### config.mk
export PLATFORM = sky130hd
export DESIGN_NAME = ace_ps2_keymatrix
export DESIGN_NICKNAME = d
export VERILOG_FILES = /design/src/rtl/ace_ps2_keymatrix.sv
export SDC_FILE = /design/constraint.sdc
export NUM_CORES = 1
export LEC_CHECK = 0
export CAP_MARGIN = 25
export CORE_ASPECT_RATIO = 0.75
export CORE_UTILIZATION = 47
export CTS_BUF_LIST = sky130_fd_sc_hd__clkbuf_4 sky130_fd_sc_hd__clkbuf_8
export DETAILED_ROUTE_END_ITERATION = 12
export PLACE_DENSITY = 0.64
export SYNTH_ARGS = -nofsm -noshare
export SYNTH_HDL_FRONTEND = slang
export SYNTH_SLANG_ARGS = --single-unit
### constraint.sdc
create_clock -name clk -period 6.6 [get_ports clk]
set_input_delay 0.66 -clock clk [delete_from_list [all_inputs] [get_ports clk]]
set_output_delay 0.66 -clock clk [all_outputs]
set_load 0.05 [all_outputs]
### src/rtl/ace_ps2_keymatrix.sv
// ace_ps2_keymatrix: PS/2 scan-code set 2 keyboard to Jupiter Ace 8x5 key matrix.
// Ports: clk, reset (async, active-low); ps2_clk/ps2_data raw pins; filas row select in and
//   columnas column return out (both active-low); scancode/scancode_valid debug byte strobe;
//   user_reset_n hot-key reset request. Define KBD_HOTKEY_RESET_EN for LCtrl+LAlt+Delete reset.
module ace_ps2_keymatrix #(
  parameter int TIMEOUT_CYCLES = 6500,
  parameter int SYNC_STAGES    = 2
) (
  input  logic       clk,
  input  logic       reset,
  input  logic       ps2_clk,
  input  logic       ps2_data,
  input  logic [7:0] filas,
  output logic [4:0] columnas,
  output logic [7:0] scancode,
  output logic       scancode_valid,
  output logic       user_reset_n
);

  localparam int IW = $clog2(TIMEOUT_CYCLES + 1);
  localparam logic [IW-1:0] TMO_MAX  = IW'(TIMEOUT_CYCLES);
  localparam logic [IW-1:0] TMO_LAST = IW'(TIMEOUT_CYCLES - 1);

  typedef enum logic [2:0] {IDLE, EXT, BRK, EXTBRK, SKIP} dec_state_t;

  // ---------------- input conditioning ----------------
  logic [SYNC_STAGES-1:0] clk_sync, dat_sync;
  logic clk_prev, fall, din;

  always_ff @(posedge clk or negedge reset) begin
    if (!reset) begin
      clk_sync <= '1;
      dat_sync <= '1;
      clk_prev <= 1'b1;
    end else begin
      clk_sync <= {clk_sync[SYNC_STAGES-2:0], ps2_clk};
      dat_sync <= {dat_sync[SYNC_STAGES-2:0], ps2_data};
      clk_prev <= clk_sync[SYNC_STAGES-1];
    end
  end

  assign fall = clk_prev & ~clk_sync[SYNC_STAGES-1];
  assign din  = dat_sync[SYNC_STAGES-1];

  // ---------------- frame receiver ----------------
  logic [3:0]    bit_cnt;
  logic [7:0]    sr;
  logic          par;
  logic [IW-1:0] idle_cnt;
  logic          rx_done;

  always_ff @(posedge clk or negedge reset) begin
    if (!reset) begin
      bit_cnt  <= '0;
      sr       <= '0;
      par      <= 1'b0;
      idle_cnt <= '0;
    end else if (fall) begin
      idle_cnt <= '0;
      case (bit_cnt)
        4'd0:    if (!din) bit_cnt <= 4'd1;   // a high start bit is not a frame
        4'd9:    begin par <= din; bit_cnt <= 4'd10; end
        4'd10:   bit_cnt <= 4'd0;
        default: begin sr <= {din, sr[7:1]}; bit_cnt <= bit_cnt + 4'd1; end
      endcase
    end else begin
      if (idle_cnt != TMO_MAX) idle_cnt <= idle_cnt + 1'b1;
      // Silence on the line means a partial frame is stale: resync to the next start bit.
      if (idle_cnt == TMO_LAST) bit_cnt <= '0;
    end
  end

  // Stop-bit edge with odd parity over data+parity and a high stop bit.
  assign rx_done = fall && (bit_cnt == 4'd10) && din && (^{par, sr});

  // ---------------- decoder ----------------
  dec_state_t st, st_n;
  logic [2:0]  skip, skip_n;
  logic        upd, upd_ext, upd_val;
  logic [39:0] key_map, key_map_n;
  // Second sources for matrix bits that a physical bit already covers.
  logic shift_r, shift_r_n, sym_r, sym_r_n, ent_r, ent_r_n, bksp, bksp_n;
  logic [5:0]  idx;
`ifdef KBD_HOTKEY_RESET_EN
  logic lalt, lalt_n, del, del_n;
`endif

  function automatic logic [5:0] phys_idx(input logic [7:0] code);
    case (code)
      8'h12: return 6'd0;  8'h14: return 6'd1;  8'h1A: return 6'd2;  8'h22: return 6'd3;  8'h21: return 6'd4;
      8'h1C: return 6'd5;  8'h1B: return 6'd6;  8'h23: return 6'd7;  8'h2B: return 6'd8;  8'h34: return 6'd9;
      8'h15: return 6'd10; 8'h1D: return 6'd11; 8'h24: return 6'd12; 8'h2D: return 6'd13; 8'h2C: return 6'd14;
      8'h16: return 6'd15; 8'h1E: return 6'd16; 8'h26: return 6'd17; 8'h25: return 6'd18; 8'h2E: return 6'd19;
      8'h45: return 6'd20; 8'h46: return 6'd21; 8'h3E: return 6'd22; 8'h3D: return 6'd23; 8'h36: return 6'd24;
      8'h4D: return 6'd25; 8'h44: return 6'd26; 8'h43: return 6'd27; 8'h3C: return 6'd28; 8'h35: return 6'd29;
      8'h5A: return 6'd30; 8'h4B: return 6'd31; 8'h42: return 6'd32; 8'h3B: return 6'd33; 8'h33: return 6'd34;
      8'h29: return 6'd35; 8'h3A: return 6'd36; 8'h31: return 6'd37; 8'h32: return 6'd38; 8'h2A: return 6'd39;
      default: return 6'd63;
    endcase
  endfunction

  always_comb begin
    st_n    = st;
    skip_n  = skip;
    upd     = 1'b0;
    upd_ext = 1'b0;
    upd_val = 1'b0;
    if (rx_done) begin
      case (st)
        IDLE: begin
          if (sr == 8'hF0)      st_n = BRK;
          else if (sr == 8'hE0) st_n = EXT;
          else if (sr == 8'hE1) begin st_n = SKIP; skip_n = 3'd7; end
          else begin upd = 1'b1; upd_val = 1'b1; end
        end
        EXT: begin
          if (sr == 8'hF0) st_n = EXTBRK;
          else begin upd = 1'b1; upd_ext = 1'b1; upd_val = 1'b1; st_n = IDLE; end
        end
        BRK:    begin upd = 1'b1; st_n = IDLE; end
        EXTBRK: begin upd = 1'b1; upd_ext = 1'b1; st_n = IDLE; end
        SKIP: begin
          skip_n = skip - 3'd1;
          if (skip == 3'd1) st_n = IDLE;
        end
        default: st_n = IDLE;
      endcase
    end
  end

  always_comb begin
    key_map_n = key_map;
    shift_r_n = shift_r;
    sym_r_n   = sym_r;
    ent_r_n   = ent_r;
    bksp_n    = bksp;
`ifdef KBD_HOTKEY_RESET_EN
    lalt_n    = lalt;
    del_n     = del;
`endif
    idx       = phys_idx(sr);
    if (upd) begin
      if (!upd_ext) begin
        if (idx < 6'd40) key_map_n[idx] = upd_val;
        if (sr == 8'h59) shift_r_n = upd_val;
        if (sr == 8'h66) bksp_n    = upd_val;
`ifdef KBD_HOTKEY_RESET_EN
        if (sr == 8'h11) lalt_n    = upd_val;
`endif
      end else begin
        // Extended codes not listed here (fake shifts included) are ignored.
        if (sr == 8'h14) sym_r_n = upd_val;
        if (sr == 8'h5A) ent_r_n = upd_val;
`ifdef KBD_HOTKEY_RESET_EN
        if (sr == 8'h71) del_n   = upd_val;
`endif
      end
    end
  end

  always_ff @(posedge clk or negedge reset) begin
    if (!reset) begin
      st             <= IDLE;
      skip           <= '0;
      key_map        <= '0;
      shift_r        <= 1'b0;
      sym_r          <= 1'b0;
      ent_r          <= 1'b0;
      bksp           <= 1'b0;
      scancode       <= 8'h00;
      scancode_valid <= 1'b0;
    end else begin
      st             <= st_n;
      skip           <= skip_n;
      key_map        <= key_map_n;
      shift_r        <= shift_r_n;
      sym_r          <= sym_r_n;
      ent_r          <= ent_r_n;
      bksp           <= bksp_n;
      scancode_valid <= rx_done;
      if (rx_done) scancode <= sr;
    end
  end

  // ---------------- matrix scan ----------------
  logic [39:0] key_mat;
  logic [4:0]  hit;

  always_comb begin
    key_mat     = key_map;
    key_mat[0]  = key_map[0]  | shift_r | bksp;  // SHIFT
    key_mat[1]  = key_map[1]  | sym_r;           // SYMBOL
    key_mat[20] = key_map[20] | bksp;            // 0
    key_mat[30] = key_map[30] | ent_r;           // ENTER
    hit = '0;
    for (int r = 0; r < 8; r++) begin
      if (!filas[r]) hit = hit | key_mat[r*5 +: 5];
    end
  end

  assign columnas = ~hit;

  // ---------------- hot-key reset ----------------
`ifdef KBD_HOTKEY_RESET_EN
  logic       combo, hk_rst;
  logic [9:0] hk_cnt;

  assign combo = key_map[1] & lalt & del;  // LCtrl(14) + LAlt + Delete

  always_ff @(posedge clk or negedge reset) begin
    if (!reset) begin
      lalt   <= 1'b0;
      del    <= 1'b0;
      hk_cnt <= '0;
      hk_rst <= 1'b0;
    end else begin
      lalt   <= lalt_n;
      del    <= del_n;
      if (combo)              hk_cnt <= 10'h3FF;
      else if (hk_cnt != '0)  hk_cnt <= hk_cnt - 10'd1;
      hk_rst <= combo | (hk_cnt != '0);
    end
  end

  assign user_reset_n = ~hk_rst;
`else
  assign user_reset_n = 1'b1;
`endif

endmodule

==> results.sh, run 1 <==
export IMPL_crit_required_ns=6.86
export IMPL_track_usage=0.2305
export IMPL_pwr_share_clk=0.219
export IMPL_min_delay_path_class="in2async"
export IMPL_place_area_um2=5692
export IMPL_tightest_slew_ns=0.9879
export IMPL_initial_core_util=0.4881
export IMPL_synthCells=562
export IMPL_synth_warnings=0
export IMPL_min_period_ns=4.541
export IMPL_setup_ws_ns=2.059
export IMPL_drtAntennaViolNets=0
export IMPL_hold_violations=0
export IMPL_fin_worst_skew_ns=0.01812
export IMPL_die_h_um=94.84
export IMPL_p_comb_frac=0.358
export IMPL_ys_seq_area_frac=0.4181
export IMPL_end_kind="register"
export IMPL_seqPwrFrac=0.423
export IMPL_die_w_um=125.8
export IMPL_drt_initial_drc_count=291
export IMPL_cts_resized=0
export IMPL_power_switching_mw=0.7008
export IMPL_grt_pass1_wl_um=21230
export IMPL_synthDistinctLibCells=72
export IMPL_cts_hold_buf=0
export IMPL_synth_top_area_share=0.3938
export IMPL_pre_cts_ws_ns=2.124
export IMPL_synth_area_leaders="dfrtp_1 (39%), mux2_1 (5.8%), ha_1 (5.6%)"
export IMPL_gp_congestion=0.9013
export IMPL_rsz0062_at_grt="no"
export IMPL_cts_root_buf="clkbuf_8"
export IMPL_r2r_end="key_map[25]$_DFFE_PN0P_"
export IMPL_r2r_cells=9
export IMPL_setup_viol=0
export IMPL_drv_cap=0
export IMPL_clkSinkCount=90
export IMPL_clk_latency_ns=0.37
export IMPL_max_freq_mhz=220.2
export IMPL_critical_path_cell_chain="clkinv_1, ha_1, xnor3_1, xnor2_1, nand2_1, a2111oi_2, nand3_1, nor3_1, mux2_2"
export IMPL_critPathMaxStageDelay_ns=0.94
export IMPL_cts_tree="yes"
export IMPL_synth_common_cells="dfrtp_1 (85), nor3_1 (52), nand2_1 (51), o21ai_0 (40), nor2_1 (36)"
export IMPL_io_pins=27
export IMPL_yosysMostFrequentCell="dfrtp_1"
export IMPL_path_max_fanout=31
export IMPL_cts_htree_levels=3
export IMPL_reg2reg_from="sr[3]$_DFFE_PN0P_"
export IMPL_dp_hpwl_um=9145
export IMPL_core_area_um2=11070
export IMPL_relSlewSlack=0.3414
export IMPL_arrival_ns=4.80
export IMPL_finalMaxSlewViolations=0
export IMPL_path_delay_family="flip-flops"
export IMPL_synth_nets=598
export IMPL_ff2ff_setup_slack_ns=2.06
export IMPL_drive_gt1_frac=0.1078
export IMPL_routedWlPerCell_um=18.10
export IMPL_status="finished, final reports clean"
export IMPL_portBuffers=25
export IMPL_design_area_um2=5879
export IMPL_postCtsSetupBuffers=0
export IMPL_fin_nets=606
export IMPL_synth_edf_count=0
export IMPL_synth_top_cell_by_area="dfrtp_1"
export IMPL_area_delta_synth_final_pct=8.849
export IMPL_grt_pass1_vias=4070
export IMPL_dieArea_um2=11930
export IMPL_grt_antenna_before_repair=0
export IMPL_fin_crit_sh=0.6880
export IMPL_switching_share=0.4214
export IMPL_wl_um=12950
export IMPL_worstSetupStartpointType="register"
export IMPL_clock_path_buffers=2
export IMPL_path_clk_slew_ns=0.10
export IMPL_critPathKind="reg2reg"
export IMPL_cts_buffers=9
export IMPL_vias=4323
export IMPL_grt_ovfl_total=0
export IMPL_antennaDiodeCount=0
export IMPL_drtPass1Iterations=5
export IMPL_routed_via_density=6.046
export IMPL_synth_seq_cells=90
export IMPL_fin_tns_setup_ns=0
export IMPL_ys_async_sr_fraction=1.000
export IMPL_std_cell_rows=33
export IMPL_cp_slowest_cell="dfrtp_1"
export IMPL_peakVddDrop_v=0.0001491
export IMPL_ys_flop_type="dfrtp_1"
export IMPL_drcViolationCount=0
export IMPL_leakage_nw=2.522
export IMPL_syn_area_um2=5401
export IMPL_grt_max_degree=53
export IMPL_p_int_mw=0.9622
export IMPL_syn_area_per_cell_um2=9.611
export IMPL_power_per_cell_area_nw_per_um2=282.9
export IMPL_hold_ws_ns=0.2406
export IMPL_fin_cells=715
export IMPL_cp_buffers_inverters=1
export IMPL_placed_cells=699
layer usage:
layer	track usage	share of wire	wire (um)
met1	0.3317	0.49	6371
met4	0.06225	0.011	143
met5	0	0	0
met2	0.3505	0.43	5616
met3	0.04986	0.063	814
cell families after synthesis:
logic type / after synthesis / synth area share
compound gates: 116 / 0.1522
xor+xnor: 9 / 0.01714
fa+ha+maj: 24 / 0.05559
buf+inv: 59 / 0.04887
flops: 90 / 0.4181
mux: 52 / 0.1082
other cells: 1 / 0.0006943
simple gates: 211 / 0.1992
how the worst max path moves through the flow:
stage                                  from                 endpoint  slack [ns]  depth (start not counted)
final                     sr[3]$_DFFE_PN0P_  key_map[25]$_DFFE_PN0P_        2.06                          9
after global routing      sr[3]$_DFFE_PN0P_  key_map[31]$_DFFE_PN0P_        1.58                          9
after CTS                 sr[3]$_DFFE_PN0P_  key_map[25]$_DFFE_PN0P_        2.14                          9
after detailed placement  sr[3]$_DFFE_PN0P_  key_map[25]$_DFFE_PN0P_        2.12                          9
after global placement    sr[3]$_DFFE_PN0P_  key_map[21]$_DFFE_PN0P_        2.26                          9
after floorplan                    filas[1]              columnas[0]        2.44                          4
final cells by class:
class | instances | area, um^2
fillers | 1011 | 5186
clock inverters | 6 | 50.05
multi-input cells | 413 | 2879
repair buffers | 29 | 277.8
inverters | 27 | 101.3
well taps | 140 | 175.2
clock buffers | 10 | 137.6
flip-flops and latches | 90 | 2258
power by group through the flow:
stage | clock, mW | sequential [mW] | combinational [mW]
5_1_grt | 0.398 | 0.717 | 0.659
2_1_floorplan | 0 | 0.635 | 0.517
6_report | 0.364 | 0.704 | 0.595
4_1_cts | 0.376 | 0.701 | 0.587
3_3_place_gp | 0 | 0.713 | 0.583
3_5_place_dp | 0 | 0.712 | 0.585
through the flow:
stage / power, mW / util
after CTS: 1.665 / 0.5313
final: 1.663 / 0.5313
after floorplan: 1.152 / -
after global routing: 1.774 / 0.5313
after global placement: 1.296 / 0.5144
after detailed placement: 1.297 / 0.5144
sequential cells by signal, summed over array words and instances (netlist names):
register / count
key_map: 40
ent_r: 1
clk_sync: 2
sr: 8
par: 1
skip: 3
sym_r: 1
clk_prev: 1
shift_r: 1
bit_cnt: 4
st: 3
dat_sync: 2
scancode_valid: 1
scancode: 8
bksp: 1
idle_cnt: 13
layout by cell type (no fill, tap or decap), types with 4 or more instances in the layout:
cell,synthesis,layout
dfstp_2,5,5
nand3_1,11,11
nor3_1,52,52
xnor2_1,6,6
mux2_2,19,19
or3_1,4,4
nand2b_1,10,10
nor2_1,36,36
clkbuf_8,0,10
mux2_1,28,28
mux2i_1,4,4
a21oi_1,17,17
nand4_1,7,7
buf_4,1,5
nand2_1,51,51
inv_1,26,26
o211ai_1,4,4
o21ai_0,40,40
nor2b_1,9,9
a22oi_1,12,12
dfrtp_1,85,85
and4_1,6,6
clkdlybuf4s50_1,0,24
ha_1,24,24
(Power assumes the default switching activity.)
==> run 2, diff against run 1 <==
- PLACE_DENSITY: 0.64 -> 0.66
- clock period: 6.6 -> 4.1 ns (I/O delays scaled with it)
==> results.sh, run 2 (synthesis results as in run 1) <==
export IMPL_status="finished, final reports clean"
export IMPL_grt_ovfl_total=0
export IMPL_path_max_fanout=14
export IMPL_reg2reg_from="sr[1]$_DFFE_PN0P_"
export IMPL_postCtsSetupBuffers=0
export IMPL_tightest_slew_ns=0.8055
export IMPL_fin_nets=613
export IMPL_antennaDiodeCount=0
export IMPL_min_period_ns=3.542
export IMPL_grt_pass1_vias=3966
export IMPL_worstSetupStartpointType="register"
export IMPL_grt_max_degree=63
export IMPL_cts_root_buf="clkbuf_8"
export IMPL_worstSetupEndpoint="key_map[21]$_DFFE_PN0P_"
export IMPL_layout_common_cells="dfrtp_1 (85), nor3_1 (52), nand2_1 (51)"
export IMPL_fillers=999
export IMPL_die_w_um=125.8
export IMPL_hold_ws_ns=0.09432
export IMPL_cts_resized=0
export IMPL_dieArea_um2=11930
export IMPL_leakage_nw=2.568
export IMPL_cts_tree="yes"
export IMPL_portBuffers=25
export IMPL_crit_path_start="sr[1]$_DFFE_PN0P_"
export IMPL_largest_reg_flops=40
export IMPL_cts_hold_buf=0
export IMPL_drt_initial_drc_count=393
export IMPL_fin_tns_setup_ns=0
export IMPL_drive_gt1_frac=0.1186
export IMPL_vias=4329
export IMPL_setup_viol=0
export IMPL_fin_crit_sh=0.8638
export IMPL_track_usage=0.2270
export IMPL_dp_hpwl_um=9041
export IMPL_grt_pass1_wl_um=20910
export IMPL_clkSinkCount=90
export IMPL_drv_cap=0
export IMPL_relSlewSlack=0.4630
export IMPL_gp_congestion=0.9695
export IMPL_routed_via_density=5.996
export IMPL_max_freq_mhz=282.3
export IMPL_total_power_mw=2.775
export IMPL_peakVddDrop_v=0.0002588
export IMPL_core_area_um2=11070
export IMPL_drtPass1Iterations=6
export IMPL_fin_worst_skew_ns=0.009857
export IMPL_hold_violations=0
export IMPL_initial_core_util=0.4881
export IMPL_min_delay_path_class="in2async"
export IMPL_critPathKind="reg2reg"
export IMPL_drtAntennaViolNets=0
export IMPL_clk_latency_ns=0.37
export IMPL_grt_antenna_before_repair=0
export IMPL_finalMaxSlewViolations=0
export IMPL_routedWlPerCell_um=17.64
export IMPL_wl_um=12730
export IMPL_area_delta_synth_final_pct=10.15
export IMPL_io_pins=27
export IMPL_path_clk_slew_ns=0.10
export IMPL_rsz0062_at_grt="no"
export IMPL_reg_top3="key_map: 40 flops, idle_cnt: 13 flops"
export IMPL_arrival_ns=3.80
export IMPL_end_kind="register"
export IMPL_crit_required_ns=4.36
export IMPL_mostFrequentLayoutCell="dfrtp_1"
export IMPL_largest_register="key_map"
export IMPL_cts_htree_levels=3
export IMPL_r2r_end="key_map[21]$_DFFE_PN0P_"
export IMPL_clock_path_buffers=2
export IMPL_cts_buffers=9
export IMPL_power_per_cell_area_nw_per_um2=466.4
export IMPL_r2r_cells=9
export IMPL_drcViolationCount=0
export IMPL_ff2ff_setup_slack_ns=0.56
export IMPL_std_cell_rows=33
export IMPL_die_h_um=94.84
[run 2: power breakdown]
group	total, mW	leakage [nW]	internal, mW	switching (mW)
Combinational	1.09	1.24	0.385	0.701
Sequential	1.04	1.23	0.949	0.0886
Clock	0.652	0.107	0.294	0.358
[run 2: how the worst min path moves through the flow]
stage,start,slack [ns],end,depth (start not counted)
floorplan,reset,0.11,bit_cnt[0]$_DFFE_PN0P_,0
finish,reset,0.09,sr[2]$_DFFE_PN0P_,1
global route,reset,0.16,sr[2]$_DFFE_PN0P_,1
detailed placement,clk_sync[0]$_DFF_PN1_,0.35,clk_sync[1]$_DFF_PN1_,0
CTS,reset,0.14,key_map[27]$_DFFE_PN0P_,1
global placement,clk_sync[0]$_DFF_PN1_,0.35,clk_sync[1]$_DFF_PN1_,0
[run 2: layout make-up]
type                            count  area (um^2)  share of cell area
Clock buffer                        9        123.9             0.02082
Clock inverter                      7        81.33             0.01367
Inverter                           27        101.3             0.01703
Multi-Input combinational cell    413         2879              0.4839
Sequential cell                    90         2258              0.3796
Tap cell                          140        175.2             0.02944
Timing Repair Buffer               36        330.3             0.05552
[run 2: stage by stage]
stage               std cells  utilization  area, um^2  setup slack [ns]
floorplan                 562            -        5401            0.4395
global placement          706       0.5191        5744            0.7726
detailed placement        706       0.5191        5744            0.6596
CTS                       722       0.5377        5949            0.6527
global route              722       0.5377        5949            0.2357
finish                    722       0.5377        5949            0.5582
[run 2: critical path, stage by stage (launching register included)]
cell and delay (ns):
dfrtp_1 0.62, inv_1 0.24, ha_1 0.40, xnor2_1 0.22, xnor2_1 0.14, nand2_1 0.23
a2111oi_2 0.60, nand3_1 0.36, nor3_1 0.25, mux2_2 0.36
[run 2: metal layers]
metal,up-vias,routed length (um),global-route usage
met2,140,5402,0.3269
met5,-,0,0
li1,2061,-,-
met3,13,887,0.05836
met4,0,138,0.06024
met1,2115,6305,0.3350
